===== src/rtl/pe_tile_sequencer.sv =====
// PE tile sequencer: accepts a tile command, then for each weight pass loads
// the weight pad, pulses a PE start, walks the tile columns (stalling while
// the input pad is empty) and drains the psum pad. An abort in any busy state
// pulses the PE reset low and drops straight back to idle.
module pe_tile_sequencer #(
  parameter int TW_DW = 7,
  parameter int NP_DW = 4
) (
  input  logic             i_clk,
  input  logic             i_rstn,
  input  logic [TW_DW-1:0] i_cfg_tw,
  input  logic [NP_DW-1:0] i_cfg_np,
  input  logic             i_tile_rdy,
  output logic             o_tile_ack,
  output logic             o_wload_rdy,
  input  logic             i_wload_ack,
  output logic             o_drain_rdy,
  input  logic             i_drain_ack,
  output logic             o_inst_start,
  output logic             o_inst_stall,
  output logic             o_inst_resetn,
  input  logic             i_in_valid,
  input  logic             i_col_done,
  input  logic             i_abort,
  output logic [TW_DW-1:0] o_col_idx,
  output logic [NP_DW-1:0] o_pass_idx,
  output logic             o_busy,
  output logic             o_tile_done,
  output logic             o_err
);

  typedef enum logic [2:0] {
    S_IDLE, S_WLOAD, S_START, S_RUN, S_STALL, S_DRAIN
  } state_t;

  state_t           state_q, state_d;
  logic [TW_DW-1:0] tw_q, tw_d, col_q, col_d;
  logic [NP_DW-1:0] np_q, np_d, pass_q, pass_d;
  logic             done_q, done_d;

  logic accept, cfg_bad, abort, last_col, last_pass;

  assign accept    = (state_q == S_IDLE) && i_tile_rdy;
  assign cfg_bad   = (i_cfg_tw == '0) || (i_cfg_np == '0);
  assign abort     = (state_q != S_IDLE) && i_abort;
  assign last_col  = (col_q == tw_q - TW_DW'(1));
  assign last_pass = (pass_q == np_q - NP_DW'(1));

  // State, counters, latched config and the done pulse register.
  always_ff @(posedge i_clk or negedge i_rstn) begin
    if (!i_rstn) begin
      state_q <= S_IDLE;
      tw_q    <= '0;
      np_q    <= '0;
      col_q   <= '0;
      pass_q  <= '0;
      done_q  <= 1'b0;
    end else begin
      state_q <= state_d;
      tw_q    <= tw_d;
      np_q    <= np_d;
      col_q   <= col_d;
      pass_q  <= pass_d;
      done_q  <= done_d;
    end
  end

  // Next-state and counter updates; abort wins over everything else.
  always_comb begin
    state_d = state_q;
    tw_d    = tw_q;
    np_d    = np_q;
    col_d   = col_q;
    pass_d  = pass_q;
    done_d  = 1'b0;
    if (abort) begin
      state_d = S_IDLE;
    end else begin
      case (state_q)
        S_IDLE: begin
          if (i_tile_rdy) begin
            tw_d = i_cfg_tw;
            np_d = i_cfg_np;
            if (!cfg_bad) begin
              pass_d  = '0;
              state_d = S_WLOAD;
            end
          end
        end
        S_WLOAD: if (i_wload_ack) state_d = S_START;
        S_START: begin
          col_d   = '0;
          state_d = S_RUN;
        end
        S_RUN, S_STALL: begin
          // Finishing the last column beats an empty input pad.
          if (i_col_done && last_col) begin
            state_d = S_DRAIN;
          end else begin
            if (i_col_done) col_d = col_q + TW_DW'(1);
            state_d = i_in_valid ? S_RUN : S_STALL;
          end
        end
        S_DRAIN: begin
          if (i_drain_ack) begin
            if (last_pass) begin
              done_d  = 1'b1;
              state_d = S_IDLE;
            end else begin
              pass_d  = pass_q + NP_DW'(1);
              state_d = S_WLOAD;
            end
          end
        end
        default: state_d = S_IDLE;
      endcase
    end
  end

  // Handshake acks are decoded from inputs; gated by reset so a held
  // tile request is not acknowledged while the block is in reset.
  assign o_tile_ack    = i_rstn && accept;
  assign o_err         = i_rstn && accept && cfg_bad;
  assign o_inst_resetn = ~abort;
  assign o_wload_rdy   = (state_q == S_WLOAD);
  assign o_drain_rdy   = (state_q == S_DRAIN);
  assign o_inst_start  = (state_q == S_START);
  assign o_inst_stall  = (state_q == S_STALL);
  assign o_busy        = (state_q != S_IDLE);
  assign o_col_idx     = col_q;
  assign o_pass_idx    = pass_q;
  assign o_tile_done   = done_q;

endmodule

===== config.mk =====
export PLATFORM = sky130hd
export DESIGN_NAME = pe_tile_sequencer
export DESIGN_NICKNAME = d
export VERILOG_FILES = /design/src/rtl/pe_tile_sequencer.sv
export SDC_FILE = /design/constraint.sdc
export NUM_CORES = 1
export LEC_CHECK = 0
export CORE_ASPECT_RATIO = 1.75
export CORE_MARGIN = 1.5
export CORE_UTILIZATION = 40
export CTS_CLUSTER_DIAMETER = 50
export CTS_CLUSTER_SIZE = 8
export DETAILED_ROUTE_END_ITERATION = 10
export PLACE_DENSITY = 0.63
export SLEW_MARGIN = 25
export SYNTH_ARGS = -nofsm -noshare
export SYNTH_HDL_FRONTEND = slang
export SYNTH_SLANG_ARGS = --single-unit

===== constraint.sdc =====
create_clock -name i_clk -period 5.6 [get_ports i_clk]
set_input_delay 0.84 -clock i_clk [delete_from_list [all_inputs] [get_ports i_clk]]
set_output_delay 0.84 -clock i_clk [all_outputs]
set_load 0.05 [all_outputs]

==> flow_summary.json <==
{
  "layout_commonest_cell": "clkdlybuf4s50_1",
  "syn_area_per_cell_sq_um": 9.14,
  "cts_tree": "built",
  "drv_cap": 0,
  "timing.final.crit_share_pct": 64.3,
  "min_to": "np_q[3]$_DFFE_PN0P_",
  "fill_cells": 408,
  "holdWs_ns": 0.564,
  "reg2reg_to": "state_q[2]$_DFFE_PN0P_",
  "ys_types": 47,
  "via_per_inst": 5.48,
  "num_io_pins": 39,
  "num_rows": 32,
  "dp.cells": 277,
  "postCtsSetupRepairBufs": 0,
  "relSlewSlack_pct": 47.7,
  "endpoint_kind": "output pin",
  "synth_top_area_cell": "dfrtp_1",
  "use_met1_pct": 22.6,
  "ys_ff_latch": 26,
  "die_w_microns": 53.6,
  "ant_nets": 0,
  "min_from": "np_q[3]$_DFFE_PN0P_",
  "slew_viol_final": 0,
  "status": "complete, no violations",
  "worst-path-max-fanout": 4,
  "clk_latency_ns": 0.27,
  "wire_per_inst_microns": 15.0,
  "synth_top_area_share_pct": 36.3,
  "met2_usage_pct": 33.3,
  "first_pass_iters": 4,
  "grt_pass1_vias": 1517,
  "dieArea_sq_um": 4910,
  "grt.busiest_layer": "met2",
  "ys_dominant_reg_cell": "dfrtp_1",
  "period_minus_slack_ns": 3.60,
  "start_kind": "input port",
  "clk_pin_slew_ns": 0.09,
  "cts_hold_buf": 0,
  "pwr_density_cell_nw_per_um2": 415,
  "stdcell_count": 281,
  "dr_total_vias": 1541,
  "crit_type": "input port to output pin",
  "min_path_type": "register to register",
  "final_nets": 254,
  "synth.area.top_cells": "dfrtp_1 36%, mux2i_1 4.5%, mux2_2 4.4%",
  "antenna_found_initial": 0,
  "syn_to_final_growth_pct": 26.9,
  "worstReg2RegStart": "tw_q[0]$_DFFE_PN0P_",
  "dp.final_hpwl_microns": 3220,
  "layout_setup_ws_ns": 2.00,
  "synth_cells": 196,
  "power_mw": 0.943,
  "cp.required_ns": 4.76,
  "p_leak_nw": 0.976,
  "gp_congestion": 0.743,
  "ir_worst_vdd_mv": 0.210,
  "cts_inserted_buffers": 3,
  "cts_root_buffer": "clkbuf_8",
  "clockBufferDepth": 2,
  "core-area_sq_um": 4360,
  "fin_area_sq_um": 2270,
  "setup_viol": 0,
  "drt-total-wl_microns": 4210,
  "drcViolationCount": 0,
  "netlist_area_sq_um": 1790,
  "ctsResizeCount": 0,
  "die_h_microns": 91.5,
  "hold_depth": 1,
  "grtUsageTotal_pct": 19.0,
  "arrival_ns": 2.76,
  "dp_slack_ns": 2.02,
  "rsz0062_at_grt": "false",
  "yosys_warnings": 0,
  "grt_max_degree": 27,
  "reg2reg_depth": 7,
  "r2r_slack_ns": 3.11,
  "synthArstFlopShare_pct": 100,
  "synth-edff-count": 0,
  "final_cell_mix": "38 x clkdlybuf4s50_1, 26 x dfrtp_1, 21 x nand2_1",
  "overflow": 0,
  "insertedDiodeCount": 0,
  "skew_ns": 0.00363,
  "seq_area_frac_synth_pct": 36.3,
  "initial_core_util_pct": 41.1,
  "use_met3_pct": 2.80,
  "register_area_sq_um": 651,
  "htreeDepth": 1,
  "hold_violations": 0,
  "cts.sinks": 26,
  "grt_pass1_wl_microns": 6990,
  "clock.fmax_mhz": 278,
  "placed_area_sq_um": 2200,
  "final_core_util_pct": 52.1,
  "worstMarginPinSlew_ns": 0.782,
  "setup_tns_ns": 0,
  "synthesis.nets": 219,
  "port_buffers": 38,
  "drtIter0Drc": 24,
  "multiInputGateArea_sq_um": 1070,
  "layout-drive-gt1-share_pct": 8.70
}
[critical path, cell delays in order]
cell and delay, ns:
clkdlybuf4s50_1 0.42, nor4_1 0.32, a21oi_1 0.22, nor2b_1 0.15
clkdlybuf4s50_1 0.81
[flip-flops by register name, summed over array words and instances, names as in the netlist]
signal       count
np_q             4
tw_q             7
o_tile_done      1
o_col_idx        7
o_pass_idx       4
state_q          3
[power by group]
group | internal, mW | switching [mW] | leakage (nW)
clock network | 0.0956 | 0.0618 | 0.0357
logic | 0.211 | 0.261 | 0.601
registers | 0.236 | 0.0774 | 0.339
total | 0.543 | 0.400 | 0.976
[logic make-up after synthesis]
| kind of cell | share of synthesized area, % |
|---|---|
| compound gates | 16.7 |
| xor+xnor | 6.70 |
| fa+ha+maj | 2.79 |
| buf+inv | 3.77 |
| flops | 36.3 |
| mux | 8.87 |
| simple gates | 24.9 |
[final cells by class]
type	count	area share, %
Multi-Input combinational cell	154	47.2
Sequential cell	26	28.6
Timing Repair Buffer	39	17.1
Tap cell	51	2.81
Clock buffer	3	1.82
Clock inverter	1	1.32
Inverter	7	1.16
[worst max-delay path by stage]
stage                           startpoint  endpoint  slack [ns]  cells after the start
floorplan           state_q[1]$_DFFE_PN0P_     o_err        2.54                      4
global placement               i_cfg_tw[5]     o_err        2.02                      5
detailed placement             i_cfg_tw[2]     o_err        2.02                      5
CTS                            i_cfg_tw[2]     o_err        2.02                      5
global route                   i_cfg_tw[2]     o_err        1.96                      5
finish                         i_cfg_tw[2]     o_err        2.00                      5
[Yosys cell counts, types with 2 or more instances]
| library cell | number |
|---|---|
| dfrtp_1 | 26 |
| nand2_1 | 21 |
| nor2_1 | 14 |
| o21ai_0 | 12 |
| nand2b_1 | 9 |
| a21oi_1 | 8 |
| mux2i_1 | 8 |
| inv_1 | 7 |
| mux2_2 | 7 |
| nor3_1 | 7 |
| xnor2_1 | 7 |
| buf_2 | 6 |
| and3_1 | 5 |
| nand3_1 | 5 |
| ha_1 | 4 |
| nor2b_1 | 4 |
| or3_1 | 4 |
| xor2_1 | 4 |
| nor4_1 | 3 |
| a211oi_1 | 2 |
| a32o_1 | 2 |
| and3b_1 | 2 |
| buf_1 | 2 |
| nor3b_1 | 2 |
| o211ai_1 | 2 |
| o31ai_1 | 2 |
[per-layer routing]
layer  wire length, microns  part of all wire [%]
met1                   1630                    39
met3                    125                   3.0
met4                     50                   1.2
met5                      0                     0
met2                   2410                    57
No activity file was read; power rests on OpenSTA's default activity.
